==> src/rtl/cpu_oci_dct_trace_monitor.sv <==
// DCT trace capture FIFO with end-of-test sequencing (RUN/DRAIN/DONE) and a FWFT read port.
// Optional macro DCT_TIMESTAMP_EN appends a 16-bit cycle timestamp to each stored entry.
module cpu_oci_dct_trace_monitor #(
    parameter int DATA_W  = 30,
    parameter int COUNT_W = 4,
    parameter int DEPTH   = 16,
    parameter int OVF_W   = 8,
    localparam int AW     = $clog2(DEPTH),
`ifdef DCT_TIMESTAMP_EN
    localparam int TS_W   = 16,
`else
    localparam int TS_W   = 0,
`endif
    localparam int ENTRY_W = COUNT_W + DATA_W + TS_W
) (
    input  logic               clk,
    input  logic               reset,
    input  logic [DATA_W-1:0]  dct_buffer,
    input  logic [COUNT_W-1:0] dct_count,
    input  logic               dct_valid,
    input  logic               test_ending,
    input  logic               test_has_ended,
    input  logic               rd_ready,
    output logic               rd_valid,
    output logic [ENTRY_W-1:0] rd_data,
    output logic [AW:0]        fill_level,
    output logic               overflow,
    output logic [OVF_W-1:0]   overflow_count,
    output logic [1:0]         state,
    output logic               done
);

    typedef enum logic [1:0] {
        RUN   = 2'b00,
        DRAIN = 2'b01,
        DONE  = 2'b10
    } state_t;

    state_t             state_reg, state_next;
    logic [ENTRY_W-1:0] mem [DEPTH];
    logic [AW-1:0]      wr_ptr_reg, rd_ptr_reg;
    logic [AW:0]        fill_reg, fill_after;
    logic [OVF_W-1:0]   ovf_cnt_reg;
    logic               ovf_reg, ended_reg, done_reg, done_next;
    logic               pop, push, drop, full;
    logic [ENTRY_W-1:0] wr_entry;

    assign rd_valid = (fill_reg != '0);
    assign full     = (fill_reg == (AW+1)'(DEPTH));
    assign pop      = rd_valid && rd_ready;
    // A pop in the same cycle frees the slot, so a full FIFO still accepts the frame.
    assign push     = dct_valid && (state_reg == RUN) && (!full || pop);
    assign drop     = dct_valid && (state_reg == RUN) && full && !pop;
    assign fill_after = fill_reg + {{AW{1'b0}}, push} - {{AW{1'b0}}, pop};

`ifdef DCT_TIMESTAMP_EN
    logic [15:0] ts_reg;

    always_ff @(posedge clk or posedge reset) begin
        if (reset) ts_reg <= '0;
        else       ts_reg <= ts_reg + 16'd1;
    end

    assign wr_entry = {dct_count, dct_buffer, ts_reg};
`else
    assign wr_entry = {dct_count, dct_buffer};
`endif

    // Storage is never reset; rd_data is masked while empty instead.
    always_ff @(posedge clk) begin
        if (push) mem[wr_ptr_reg] <= wr_entry;
    end

    assign rd_data = rd_valid ? mem[rd_ptr_reg] : '0;

    always_ff @(posedge clk or posedge reset) begin
        if (reset) begin
            wr_ptr_reg  <= '0;
            rd_ptr_reg  <= '0;
            fill_reg    <= '0;
            ovf_reg     <= 1'b0;
            ovf_cnt_reg <= '0;
            ended_reg   <= 1'b0;
        end else begin
            if (push) wr_ptr_reg <= wr_ptr_reg + AW'(1);
            if (pop)  rd_ptr_reg <= rd_ptr_reg + AW'(1);
            fill_reg <= fill_after;
            if (drop) begin
                ovf_reg <= 1'b1;
                if (ovf_cnt_reg != '1) ovf_cnt_reg <= ovf_cnt_reg + OVF_W'(1);
            end
            if (test_has_ended) ended_reg <= 1'b1;
        end
    end

    always_ff @(posedge clk or posedge reset) begin
        if (reset) begin
            state_reg <= RUN;
            done_reg  <= 1'b0;
        end else begin
            state_reg <= state_next;
            done_reg  <= done_next;
        end
    end

    // test_has_ended takes priority over test_ending when both arrive together.
    always_comb begin
        state_next = state_reg;
        case (state_reg)
            RUN: begin
                if (test_has_ended)   state_next = (fill_after == '0) ? DONE : DRAIN;
                else if (test_ending) state_next = DRAIN;
            end
            DRAIN: begin
                if ((ended_reg || test_has_ended) && fill_after == '0) state_next = DONE;
            end
            DONE:    state_next = DONE;
            default: state_next = RUN;
        endcase
    end

    always_comb begin
        done_next = (state_next == DONE);
    end

    assign state          = state_reg;
    assign done           = done_reg;
    assign fill_level     = fill_reg;
    assign overflow       = ovf_reg;
    assign overflow_count = ovf_cnt_reg;

endmodule

==> config.mk <==
export PLATFORM = sky130hd
export DESIGN_NAME = cpu_oci_dct_trace_monitor
export DESIGN_NICKNAME = d
export VERILOG_FILES = /design/src/rtl/cpu_oci_dct_trace_monitor.sv
export SDC_FILE = /design/constraint.sdc
export NUM_CORES = 1
export LEC_CHECK = 0
export BUFFER_PORTS_ARGS = -buffer_cell sky130_fd_sc_hd__buf_4
export CORE_MARGIN = 5
export CORE_UTILIZATION = 34
export CTS_BUF_LIST = sky130_fd_sc_hd__clkbuf_2 sky130_fd_sc_hd__clkbuf_4 sky130_fd_sc_hd__clkbuf_8
export DETAILED_ROUTE_END_ITERATION = 12
export PLACE_DENSITY = 0.54
export SLEW_MARGIN = 20
export SYNTH_ARGS = -nofsm -noshare
export SYNTH_HDL_FRONTEND = slang
export SYNTH_SLANG_ARGS = --single-unit
==> constraint.sdc <==
create_clock -name clk -period 13.1 [get_ports clk]
set_input_delay 1.965 -clock clk [delete_from_list [all_inputs] [get_ports clk]]
set_output_delay 1.965 -clock clk [all_outputs]
set_load 0.03 [all_outputs]
==> impl_metrics.env <==
export IMPL_leakagePower_nw=8.40
export IMPL_layout_drive_gt1_share_pct=35.5
export IMPL_clk_path_buf_depth=3
export IMPL_status="complete, no violations"
export IMPL_num_nets_final=1178
export IMPL_die_h_microns=264
export IMPL_port_buffers=91
export IMPL_vdd_drop_max_v=0.000144
export IMPL_synth_seq_cells=570
export IMPL_tightest_slew_ps=1080
export IMPL_drt_iter0_drc=869
export IMPL_period_minus_slack_ps=5630
export IMPL_drt_wl_total_mm=48.9
export IMPL_syn_nets=1015
export IMPL_path_max_fanout=106
export IMPL_grt_pass1_wl_mm=72.5
export IMPL_dpl_hpwl_mm=25.0
export IMPL_cts_tree="built"
export IMPL_antenna_found_initial=2
export IMPL_avgSynthCellArea_sq_um=22.8
export IMPL_gp_congestion=0.729
export IMPL_hold_violations=0
export IMPL_final_period_utilization_pct=43.0
export IMPL_p_per_area_mw_per_mm2=205
export IMPL_cp_top_family="buffers and inverters"
export IMPL_worstPathRequired_ps=11140
export IMPL_start_kind="flop"
export IMPL_synth_edff_count=544
export IMPL_cts_root_buffer="clkbuf_8"
export IMPL_yosys_warnings=0
export IMPL_grt_total_usage_pct=13.9
export IMPL_largest_register="mem"
export IMPL_firstDrtPassIters=5
export IMPL_h_tree_depth=3
export IMPL_start_util_pct=34.2
export IMPL_postCtsHoldBufs=0
export IMPL_num_rows=93
export IMPL_final_antenna_net_count=0
export IMPL_synth_ff_type="edfxtp_1"
export IMPL_fin_setup_tns_ps=0
export IMPL_grt_setup_unrepaired="no"
export IMPL_drv_cap=0
export IMPL_largest_register_ffs=544
export IMPL_pin_count=92
export IMPL_cts_made_buffers=94
export IMPL_synthDistinctLibCells=41
export IMPL_critPathSlowestCell="dfrtp_4"
export IMPL_drc_errors=0
export IMPL_via_count=10200
export IMPL_slowest_delay_ps=880
export IMPL_setup_violations_final=0
export IMPL_syn_inst=963
export IMPL_fin_cells=2055
export IMPL_ys_seq_area_share_pct=77.4
export IMPL_finClkSkew_ps=34.8
export IMPL_via_per_inst=4.97
export IMPL_grt_pass1_vias=11200
export IMPL_grt_overflow_total=0
export IMPL_syn_area_sq_mm=0.0220
export IMPL_clk_pin_slew_worst_paths_ps=60
export IMPL_hold_class="flop to flop"
export IMPL_cts_sinks=570
export IMPL_crit_path_end_kind="output pin"
export IMPL_worstPathArrival_ps=3670
export IMPL_crit_buf_inv=2
export IMPL_relSlewSlack_pct=27.8
export IMPL_critical_path_cell_chain="buf_12, mux4_2, mux2i_1, o22ai_1, buf_4"
export IMPL_grt_max_degree=107
export IMPL_cts_resized=0
export IMPL_crit_type="flop to output pin"
export IMPL_core_area_sq_mm=0.0642
export IMPL_die_x_microns=264
export IMPL_wl_per_cell_microns=23.8
export IMPL_maxSlewViolCount=0
export IMPL_cts_setup_buffers=0
export IMPL_die_area_sq_mm=0.0697
export IMPL_area_growth_syn_to_layout_pct=16.6
export IMPL_ys_async_sr_fraction_pct=4.56
export IMPL_clock_latency_ps=690
export IMPL_dp_cells=1885
export IMPL_max_freq_ghz=0.178
stage by stage:
step	util, %	hold slack (ps)	cell area, sq um	power (mW)	setup slack (ps)
final	39.8	468	25600	5.24	7470
after detailed placement	37.0	453	23800	3.83	8010
after global routing	39.8	477	25600	5.52	7120
after floorplan	-	440	22000	3.31	7420
after CTS	39.8	468	25600	5.34	7280
after global placement	37.0	458	23800	3.82	8060
layer usage:
layer  global-route usage (%)  wire [microns]
met4                     4.42             968
met5                        0              12
met1                     19.1           21800
met2                     22.4           23700
met3                     3.04            2350
cells in the final DEF (no fill, tap or decap), types with 12 or more instances in the layout:
cell type / netlist / routed
clkbuf_4: 0 / 33
clkbuf_8: 0 / 94
o22ai_1: 34 / 34
mux4_2: 136 / 136
nor2_4: 0 / 12
dfrtp_1: 26 / 23
clkinv_1: 0 / 25
edfxtp_1: 544 / 544
mux2i_1: 68 / 68
buf_4: 13 / 115
cells in the mapped netlist (all sizes together), types with 3 or more instances:
cell    instances  area share (%)
edfxtp        544              74
mux4          136              14
mux2i          68             3.1
o22ai          34            0.97
buf            30            0.79
dfrtp          26             3.0
clkbuf         19            0.32
nor2           14            0.24
nand2          12            0.21
ha             11            0.63
xor2           11            0.44
inv             8            0.14
nor3            7            0.16
xnor2           6            0.24
a21oi           3           0.068
nand2b          3           0.086
nand3           3           0.068
nand4           3           0.086
power breakdown:
part | leakage, nW | internal (mW) | switching, mW
clock network | 0.954 | 0.789 | 0.699
logic | 2.23 | 0.712 | 0.883
registers | 5.21 | 2.04 | 0.120
cell type report:
class / count / area, sq um
inverters: 8 / 30.0
well taps: 855 / 1070
flip-flops and latches: 570 / 17000
clock inverters: 42 / 256
diodes: 1 / 2.50
multi-input cells: 336 / 4810
fillers: 5754 / 38600
clock buffers: 127 / 1540
repair buffers: 116 / 883
cell families (layout without fill, tap and decap cells):
group	count (synthesis)	count (layout)	synth area share [%]
compound gates	45	45	1.33
xor+xnor	17	17	0.678
fa+ha+maj	12	12	0.718
buf+inv	57	293	1.25
flops	570	570	77.4
mux	206	206	17.2
other cells	0	1	0
simple gates	56	56	1.48
path summary, 6_finish.rpt:
path | startpoint | to | slack [ps] | cells after the start
worst max-delay path | rd_ptr_reg[0] | rd_data[28] | 7470 | 5
worst min-delay path | ended_reg | ended_reg | 470 | 1
worst max register to register | fill_level[3] | done | 9560 | 11
worst min register to register | ended_reg | ended_reg | 470 | 1
max in group asynchronous | reset | rd_ptr_reg[3] | 11300 | 2
min in group asynchronous | reset | fill_level[3] | 1350 | 2
Note: power is estimated with default switching activity, not from simulation.
